File: src/rtl/mult_div_unit_pkg.sv
// Shared encodings for the iterative HI/LO multiply/divide unit.
// op[1] selects divide, op[0] selects the unsigned flavour.
package mult_div_unit_pkg;

  typedef enum logic [1:0] {
    MD_MULT  = 2'b00,
    MD_MULTU = 2'b01,
    MD_DIV   = 2'b10,
    MD_DIVU  = 2'b11
  } md_op_t;

  typedef enum logic [1:0] {
    ST_IDLE = 2'd0,
    ST_BUSY = 2'd1,
    ST_DONE = 2'd2
  } md_state_t;

endpackage

File: src/rtl/mult_div_unit_twos_negate.sv
// Combinational two's-complement negation, used for operand magnitudes
// and for restoring the sign of results.
module twos_negate #(
  parameter int N = 32
) (
  input  logic [N-1:0] in,
  output logic [N-1:0] out
);

  assign out = ~in + {{(N-1){1'b0}}, 1'b1};

endmodule

File: src/rtl/mult_div_unit.sv
// Iterative mult/multu/div/divu unit that owns the architectural HI/LO registers.
// One shift-add or restoring shift-subtract step per BUSY cycle; HI/LO are written only on completion.
module mult_div_unit
  import mult_div_unit_pkg::*;
#(
  parameter int N = 32
) (
  input  logic         clock,
  input  logic         reset,
  input  logic         start,
  input  logic [1:0]   op,
  input  logic [N-1:0] inA,
  input  logic [N-1:0] inB,
  input  logic         write_hi,
  input  logic         write_lo,
  input  logic [N-1:0] write_data,
  output logic         busy,
  output logic         done,
  output logic         div_by_zero,
  output logic [N-1:0] hi,
  output logic [N-1:0] lo,
  output md_state_t    state_dbg
);

  localparam int CW = $clog2(N);

  // Handshake: start is accepted on any edge where the unit is not BUSY.
  // busy stays high for exactly N cycles; done pulses for one cycle with HI/LO already updated.

  md_state_t        state, state_next;
  logic [CW-1:0]    count;
  logic             is_div, neg_res, neg_rem;
  logic [N-1:0]     a_lat, opnd;
  logic [2*N-1:0]   acc, acc_next;
  logic [N-1:0]     hi_q, lo_q;
  logic             dz_q;

  logic             start_fire, last_step, signed_op;
  logic [N-1:0]     neg_a, neg_b, a_mag, b_mag;
  logic [N:0]       mul_sum, rem_sh, diff;
  logic [2*N-1:0]   mul_next, div_next, prod_neg;
  logic [N-1:0]     quot_neg, rem_neg;
  logic [N-1:0]     hi_res, lo_res;

  twos_negate #(.N(N))   u_neg_a    (.in(inA),                  .out(neg_a));
  twos_negate #(.N(N))   u_neg_b    (.in(inB),                  .out(neg_b));
  twos_negate #(.N(2*N)) u_neg_prod (.in(acc_next),             .out(prod_neg));
  twos_negate #(.N(N))   u_neg_quot (.in(acc_next[N-1:0]),      .out(quot_neg));
  twos_negate #(.N(N))   u_neg_rem  (.in(acc_next[2*N-1:N]),    .out(rem_neg));

  assign signed_op  = ~op[0];
  assign a_mag      = (signed_op && inA[N-1]) ? neg_a : inA;
  assign b_mag      = (signed_op && inB[N-1]) ? neg_b : inB;
  assign start_fire = start && (state != ST_BUSY);
  assign last_step  = (count == CW'(N - 1));

  // acc holds {partial, multiplier} for mult and {remainder, dividend/quotient} for div.
  always_comb begin
    mul_sum  = {1'b0, acc[2*N-1:N]} + (acc[0] ? {1'b0, opnd} : '0);
    mul_next = {mul_sum, acc[N-1:1]};
    rem_sh   = {acc[2*N-1:N], acc[N-1]};
    diff     = rem_sh - {1'b0, opnd};
    div_next = diff[N] ? {rem_sh[N-1:0], acc[N-2:0], 1'b0}
                       : {diff[N-1:0],   acc[N-2:0], 1'b1};
    acc_next = is_div ? div_next : mul_next;
  end

  always_comb begin
    hi_res = '0;
    lo_res = '0;
    if (!is_div) begin
      {hi_res, lo_res} = neg_res ? prod_neg : acc_next;
    end else if (opnd == '0) begin
      hi_res = a_lat;
      lo_res = '1;
    end else begin
      lo_res = neg_res ? quot_neg : acc_next[N-1:0];
      hi_res = neg_rem ? rem_neg  : acc_next[2*N-1:N];
    end
  end

  always_comb begin
    state_next = state;
    case (state)
      ST_IDLE: state_next = start ? ST_BUSY : ST_IDLE;
      ST_BUSY: state_next = last_step ? ST_DONE : ST_BUSY;
      ST_DONE: state_next = start ? ST_BUSY : ST_IDLE;
      default: state_next = ST_IDLE;
    endcase
  end

  always_ff @(posedge clock) begin
    if (!reset) begin
      state   <= ST_IDLE;
      count   <= '0;
      is_div  <= 1'b0;
      neg_res <= 1'b0;
      neg_rem <= 1'b0;
      a_lat   <= '0;
      opnd    <= '0;
      acc     <= '0;
      hi_q    <= '0;
      lo_q    <= '0;
      dz_q    <= 1'b0;
    end else begin
      state <= state_next;
      if (start_fire) begin
        count   <= '0;
        is_div  <= op[1];
        neg_res <= signed_op && (inA[N-1] ^ inB[N-1]);
        neg_rem <= signed_op && inA[N-1];
        a_lat   <= inA;
        opnd    <= op[1] ? b_mag : a_mag;
        acc     <= {{N{1'b0}}, (op[1] ? a_mag : b_mag)};
        dz_q    <= 1'b0;
      end else if (state == ST_BUSY) begin
        acc   <= acc_next;
        count <= count + CW'(1);
        if (last_step) begin
          hi_q <= hi_res;
          lo_q <= lo_res;
          dz_q <= is_div && (opnd == '0);
        end
      end else begin
        dz_q <= 1'b0;
        if (write_hi) hi_q <= write_data;
        if (write_lo) lo_q <= write_data;
      end
    end
  end

  assign busy        = (state == ST_BUSY);
  assign done        = (state == ST_DONE);
  assign div_by_zero = dz_q;
  assign hi          = hi_q;
  assign lo          = lo_q;
  assign state_dbg   = state;

endmodule

File: config.mk
export PLATFORM = sky130hd
export DESIGN_NAME = mult_div_unit
export DESIGN_NICKNAME = d
export VERILOG_FILES = /design/src/rtl/mult_div_unit_pkg.sv /design/src/rtl/mult_div_unit_twos_negate.sv /design/src/rtl/mult_div_unit.sv
export SDC_FILE = /design/constraint.sdc
export NUM_CORES = 1
export LEC_CHECK = 0
export ABC_AREA = 0
export CAP_MARGIN = 10
export CORE_MARGIN = 10
export CORE_UTILIZATION = 55
export DETAILED_ROUTE_END_ITERATION = 12
export GPL_TIMING_DRIVEN = 0
export PLACE_DENSITY = 0.78
export SLEW_MARGIN = 10
export SYNTH_ARGS = -nofsm -noshare
export SYNTH_HDL_FRONTEND = slang
export SYNTH_SLANG_ARGS = --single-unit
export TNS_END_PERCENT = 50
File: constraint.sdc
create_clock -name clock -period 13.1 [get_ports clock]
set_input_delay 1.31 -clock clock [delete_from_list [all_inputs] [get_ports clock]]
set_output_delay 1.31 -clock clock [all_outputs]
set_load 0.1 [all_outputs]
; Word level (Yosys, flattened, before mapping)
; Cells that the tools add are included.
[word_totals]
regBits = 203
n_memories = 0
inputBits = 103
latchBits = 0
ramBits = 0
romBits = 0
out_inout_bits = 69
[classes]
reduce_logical = 15
magnitude_cmp = 0
div_mod_pow = 0
bitwise_logic = 10
n_mul = 0
shifts = 0
addsub = 8
muxes = 25
n_eq_ne = 5
[op_table]
columns = operator, count
row1 = 32-bit two-way mux, 19
row2 = 64-bit two-way mux, 3
row3 = 32-bit by 1-bit adder with 32-bit output (second input constant), 4
row4 = 32-bit inverter, 4
row5 = 64-bit by 1-bit adder with 64-bit output (second input constant), 1
row6 = 64-bit inverter, 1
row7 = 32-bit by 32-bit adder with 33-bit output, 1
row8 = 33-bit by 32-bit subtractor with 33-bit output, 1
row9 = 32-bit zero test, 1
row10 = 3-bit AND reduction, 2
row11 = 2-bit nonzero test, 3
row12 = 5-bit by 1-bit adder with 5-bit output (second input constant), 1
row13 = 5-bit equality test (second input constant), 1
row14 = 1-bit logical AND, 5
row15 = 2-bit by 1-bit != test with 1-bit output (second input constant), 2
row16 = 1-bit inverter, 4
row17 = 2-bit case mux with 2 select lines, 1
row18 = 2-bit OR reduction, 2
row19 = 3-bit OR reduction, 1
row20 = 2-bit by 1-bit equality test with 1-bit output (second input constant), 1
row21 = 2-bit equality test (second input constant), 1
row22 = 2-bit zero test, 1
row23 = 2-bit two-way mux, 1
row24 = 1-bit two-way mux, 1
row25 = 1-bit XOR, 1

; Longest topological paths before layout
[depth]
ltp_word = 10
depth_mapped = 28

; By module
; Synthesis repeated with hierarchy kept, for this count alone.
[unflattened]
cells_unflattened = 2690
area_unflattened_um2 = 20111.8
[by_module_without_submodules]
columns = mod, instances, seq_area_each_um2, area_per_inst_um2, cells_per_inst
row1 = mult_div_unit, 1, 4063.9, 16276.9, 2172
row2 = twos_negate at u_neg_a ..., 4, 0.0, 636.9, 83
row3 = twos_negate at u_neg_prod, 1, 0.0, 1287.5, 186

; Worst setup path before layout
; OpenSTA, ideal clock, no wires.
[synth_path]
path_kind = reg-to-reg
startpoint = register acc[31]
endpoint = register hi_q[26] (netlist: hi[26])
stages_incl_launch_ff = 26
arrival_time_ns = 4.939
period_less_slack_ns = 5.054
slack_ns = 8.046
path_cell_list = dfxtp_1 inv_1 ha_1 inv_1 fa_1 a211oi_2 o211ai_2 and3_4 o211ai_4 nand3_2 buf_6 nand2_1 clkbuf_1 nor2_1 a21oi_1 ha_1 nand2_1 nor3_1 nand2_1 or2_2 nand2b_1 clkbuf_1 o41ai_1 xnor2_1 o22ai_1 o21a_1
[synth_via]
elab_chain_len = 10
[synth_rtl]
columns = element, line_no
row1 = "start, declared", mult_div_unit.sv:34  ; logic [2*N-1:0] acc, acc_next;
row2 = "start signal, assigned", mult_div_unit.sv:114  ; acc <= {{N{1'b0}}, (op[1] ? a_mag : b_mag)};
row3 = "start signal, assigned", mult_div_unit.sv:117  ; acc <= acc_next;
row4 = 33-bit by 32-bit subtractor with 33-bit output, mult_div_unit.sv:62  ; diff = rem_sh - {1'b0, opnd};
row5 = 64-bit two-way mux, mult_div_unit.sv:63  ; div_next = diff[N] ? {rem_sh[N-1:0], acc[N-2:0], 1'b0}
row6 = 64-bit two-way mux (*), mult_div_unit.sv:65  ; acc_next = is_div ? div_next : mul_next;
row7 = 32-bit inverter, mult_div_unit_twos_negate.sv:10  ; assign out = ~in + {{(N-1){1'b0}}, 1'b1};
row8 = 32-bit by 1-bit adder with 32-bit output, mult_div_unit_twos_negate.sv:10
row9 = 32-bit two-way mux, mult_div_unit.sv:78  ; hi_res = neg_rem ? rem_neg : acc_next[2*N-1:N];
row10 = 32-bit two-way mux, mult_div_unit.sv:73  ; end else if (opnd == '0) begin
row11 = 32-bit two-way mux (*), mult_div_unit.sv:71  ; if (!is_div) begin
row12 = 32-bit two-way mux (*), mult_div_unit.sv:119  ; if (last_step) begin
row13 = 32-bit two-way mux (*), mult_div_unit.sv:116  ; end else if (state == ST_BUSY) begin
row14 = "end signal, assigned", mult_div_unit.sv:120  ; hi_q <= hi_res;
row15 = "end signal, assigned", mult_div_unit.sv:126  ; if (write_hi) hi_q <= write_data;
row16 = "end, declared", mult_div_unit.sv:35  ; logic [N-1:0] hi_q, lo_q;
; Mark *: on every way between the ends. The rest lies on a longest branch, timed or not. The select of a mux whose other input is x is not followed.
; A chain may end at the register's enable or synchronous reset.

; Worst setup path after layout
[layout_path]
startpoint = register is_div
endpoint = register hi_q[30] (netlist: hi[30])
[layout_via]
elab_chain_len = 8
[layout_rtl]
columns = element, line_no
row1 = "start, declared", mult_div_unit.sv:32  ; logic is_div, neg_res, neg_rem;
row2 = "start signal, assigned", mult_div_unit.sv:109  ; is_div <= op[1];
row3 = 64-bit two-way mux, mult_div_unit.sv:65
row4 = 32-bit inverter, mult_div_unit_twos_negate.sv:10
row5 = 32-bit by 1-bit adder with 32-bit output, mult_div_unit_twos_negate.sv:10
row6 = 32-bit two-way mux, mult_div_unit.sv:78
row7 = 32-bit two-way mux, mult_div_unit.sv:73
row8 = 32-bit two-way mux (*), mult_div_unit.sv:71
row9 = 32-bit two-way mux (*), mult_div_unit.sv:119
row10 = 32-bit two-way mux (*), mult_div_unit.sv:116
; Marked as above.

==> results.tsv <==
stage	metric	value	unit
critical_path	worst path cell trace	buf_2 > clkbuf_1 > buf_2 > buf_1 > buf_1 > clkbuf_1 > mux2i_1 > ha_1 > o21ai_1 > a211oi_4 > nand4_2 > or4_4 > o311ai_2 > a31oi_1 > a22o_1	
timing	accumulated negative setup slack	0	ps
timing	FMAX	137.0	MHz
critical_path	Crit-path slowest cell	buf_1	
clocking	Setup Buffers After CTS	0	
yosys	Synth top area share	21.92	%
floorplanning	starting density of the core	55.56	%
yosys	EDFF count, synth	0	
yosys	Mean Syn Cell Area	7.080	µm²
yosys	Ys Warns	0	
clocking	number of resized instances in the post-cts repair step	0	
floorplanning	row count	67	
power_and_ir_drop	power density cells	110.9	nW/µm²
drt	DRC violation total after the first TritonRoute iteration	3403	
yosys	Compound-Gate Fraction of Synth Area	31.14	%
grt	antenna violations before repair	8	
drt	wirelength, routed	91.37	mm
timing	largest clock skew in the final design	28.20	ps
critical_path	Worst Setup End Kind	flip-flop	
clocking	total number of clock tree sinks	203	
critical_path	required time at the endpoint of the critical path	13530	ps
status	result of the run	complete, no violations	
clocking	clock latency at the later pin of the worst-skew pair	560	ps
yosys	proportion of synthesized area in mux cells	3.321	%
yosys	syn nets	2793	
floorplanning	number of top-level design ports	172	
yosys	Post-synth top flop	dfxtp_1	
grt	via count of the first global-routing pass	21550	
timing	hold violation count in the final report	0	
critical_path	register-to-register setup slack	5800	ps
grt	wire length of the first global-routing pass	132.9	mm
timing	number of setup violations in the final report	0	
drt	WL per Instance	27.86	µm
drt	Post-route DRC	0	
power_and_ir_drop	peak supply drop	0.1101	mV
clocking	level count of the clock H-tree	1	
yosys	area share of xor/xnor cells in the synthesized design	8.410	%
floorplanning	die width	203.6	µm
placed_design	placed cells	3236	
cells_and_area	antenna cell count	0	
floorplanning	floorplan die height	203.6	µm
clocking	cell at the root of the clock tree	clkbuf_16	
yosys	synthesized cell area	18540	µm²
critical_path	nature of the critical path startpoint	flip-flop	
yosys	largest family of logic cells by synthesized area	compound AO/OA/AOI/OAI gates	
critical_path	category of the critical setup timing path	flip-flop to flip-flop	
clocking	CTS clk-pin slew, worst paths	70	ps
critical_path	Max FO, Critical Path	10	
drt	via density per instance	6.937	
critical_path	CP max stage delay	950	ps
timing	minimum clock period	7301	ps
drt	Routed Antenna Nets	0	
yosys	most frequent cells after synthesis	nand2_1 (414), o21ai_0 (212), dfxtp_1 (203), nor2_1 (200), a21oi_1 (199)	
yosys	cell taking the most area after synthesis	dfxtp_1	
placed_design	count of input and output buffers	170	
clocking	Max Buffers Root-to-Sink	3	
floorplanning	area of the placeable core	33360	µm²
clocking	number of buffers inserted for hold repair after clock tree synthesis	0	
critical_path	number of buffer and inverter stages on the critical path	6	
power_and_ir_drop	leakage power total	8.094	nW
min_path	class of the tightest hold or removal check	flip-flop to flip-flop	
cells_and_area	P&R area growth vs syn	16.76	%
cells_and_area	fraction of layout cells with a size suffix above 1	4.414	%
cells_and_area	total area of multi-input combinational cells	13490	µm²
clocking	TritonCTS clock tree	built	
grt	total gr overflow	0	
cells_and_area	area taken by flip-flops and latches	4064	µm²
floorplanning	area of the die	41450	µm²
run	max cap viols	0	
timing	Worst slew margin	19.03	%
yosys	gate count of the mapped netlist	2618	
critical_path	largest delay contributor family on the critical path	buffers and inverters	
placed_design	routability congestion estimate from global placement	1.124	
cells_and_area	filler cell count	3013	
placed_design	dpl hpwl	73.58	mm
clocking	clock buffers created by TritonCTS	24	
cells_and_area	Final #Nets	2989	
critical_path	WP data arrival	7730	ps
yosys	number of distinct standard cells referenced by the synthesized netlist	100	
yosys	number of storage elements in the synthesis netlist	203	
grt	Total GRT Usage	41.83	%
timing	max-slew violation count	0	
grt	pin count of the biggest net entering global routing	15	
timing	period utilization	55.73	%
power_and_ir_drop	overall power	2.401	mW
cells_and_area	non-filler cells, final	3280	
yosys	top cells by area in the synthesized netlist	dfxtp_1 (22%), nand2_1 (8.4%), o21ai_0 (5.7%)	
yosys	top-count cell post-synth	nand2_1	
yosys	Adder-Cell Fraction of Synth Area	4.941	%
timing	worst-margin pin slew	1215	ps
drt	via count of the routed design	22750	
yosys	simple-gate portion of the synthesized area	24.99	%
drt	drt first pass iters	8	
yosys	ys async rst share	0	%
timing	RSZ-0062 raised after global routing	false	
yosys	sequential cell area fraction in the yosys report	21.92	%
-- where the power goes --
part	switching [mW]	total [mW]	internal, mW
Combinational	0.668	0.970	0.301
Clock	0.312	0.724	0.412
Sequential	0.0526	0.708	0.655
Total	1.03	2.40	1.37
-- sequential cells by signal, indices dropped and copies added, names as in the netlist, 2 cells and up --
signal / count
lo: 32
opnd: 32
a_lat: 32
acc: 64
hi: 32
state_dbg: 2
count: 5
-- layout by cell type (no fill, tap or decap), types with 15 or more instances in the layout --
cell type / n
o31ai_1: 28
xor2_1: 79
and2_1: 56
nor3_1: 53
a31oi_1: 65
a21o_1: 29
clkbuf_16: 24
nor4_1: 23
o22ai_1: 19
xnor2_1: 99
nand2b_1: 24
o211ai_1: 47
a21oi_1: 199
nand2_1: 414
or3_1: 23
nor2_1: 200
nand4_1: 30
o21ai_0: 212
a211oi_1: 72
mux2i_1: 57
nand3_1: 45
or2_2: 15
ha_1: 70
nor2b_1: 46
clkdlybuf4s50_1: 170
and3_1: 18
inv_1: 70
a21boi_0: 47
clkbuf_1: 130
buf_1: 30
dfxtp_1: 203
-- routing by layer --
| layer | share of wire (%) | track usage (%) | wire length (µm) | vias up |
|---|---|---|---|---|
| met5 | 0.060 | 0 | 55 | - |
| met4 | 8.8 | 31.20 | 8046 | 8 |
| met3 | 14 | 14.12 | 12860 | 502 |
| met2 | 42 | 62.58 | 38180 | 1851 |
| met1 | 35 | 48.99 | 32230 | 10550 |
| li1 | - | - | - | 9843 |
-- final cells by class --
cell class                      count  share of cell area, %
Tap cell                          448                  2.590
Multi-Input combinational cell   2169                  62.35
Inverter                           71                  1.231
Buffer                            175                  3.289
Clock inverter                     13                 0.7747
Timing Repair Buffer              170                  7.862
Clock buffer                       31                  3.128
Sequential cell                   203                  18.78
-- tightest hold or removal path, delay by kind of cell (launching register included) --
family	cells	cell delay [ps]
simple gates	1	50
compound gates	1	60
flops	1	310
-- logic make-up after synthesis --
kind of cell | count (synthesis)
XOR/XNOR | 178
buffers and inverters | 246
flip-flops | 203
AO/OA/AOI/OAI | 872
adder cells (fa/ha/maj) | 72
multiplexers | 61
AND/OR/NAND/NOR | 986
-- path summary, 6_finish.rpt --
| check | startpoint | to | depth (start not counted) |
|---|---|---|---|
| setup reg to reg | is_div | hi[30] | 15 |
| hold / removal | count[4] | count[4] | 2 |
| hold reg to reg | count[4] | count[4] | 2 |
| setup / recovery | is_div | hi[30] | 15 |
-- per-stage QoR --
step / area (µm²) / setup slack, ps / hold WS, ps / utilization, %
finish: 21640 / 5799 / 479.3 / 64.87
global placement: 20800 / 6455 / 455.9 / 62.34
floorplan: 18540 / 8046 / 439.1 / -
detailed placement: 20800 / 6398 / 466.3 / 62.34
global route: 21640 / 5647 / 506.5 / 64.87
CTS: 21640 / 6300 / 479.0 / 64.87
Note: power is estimated with default switching activity, not from simulation.
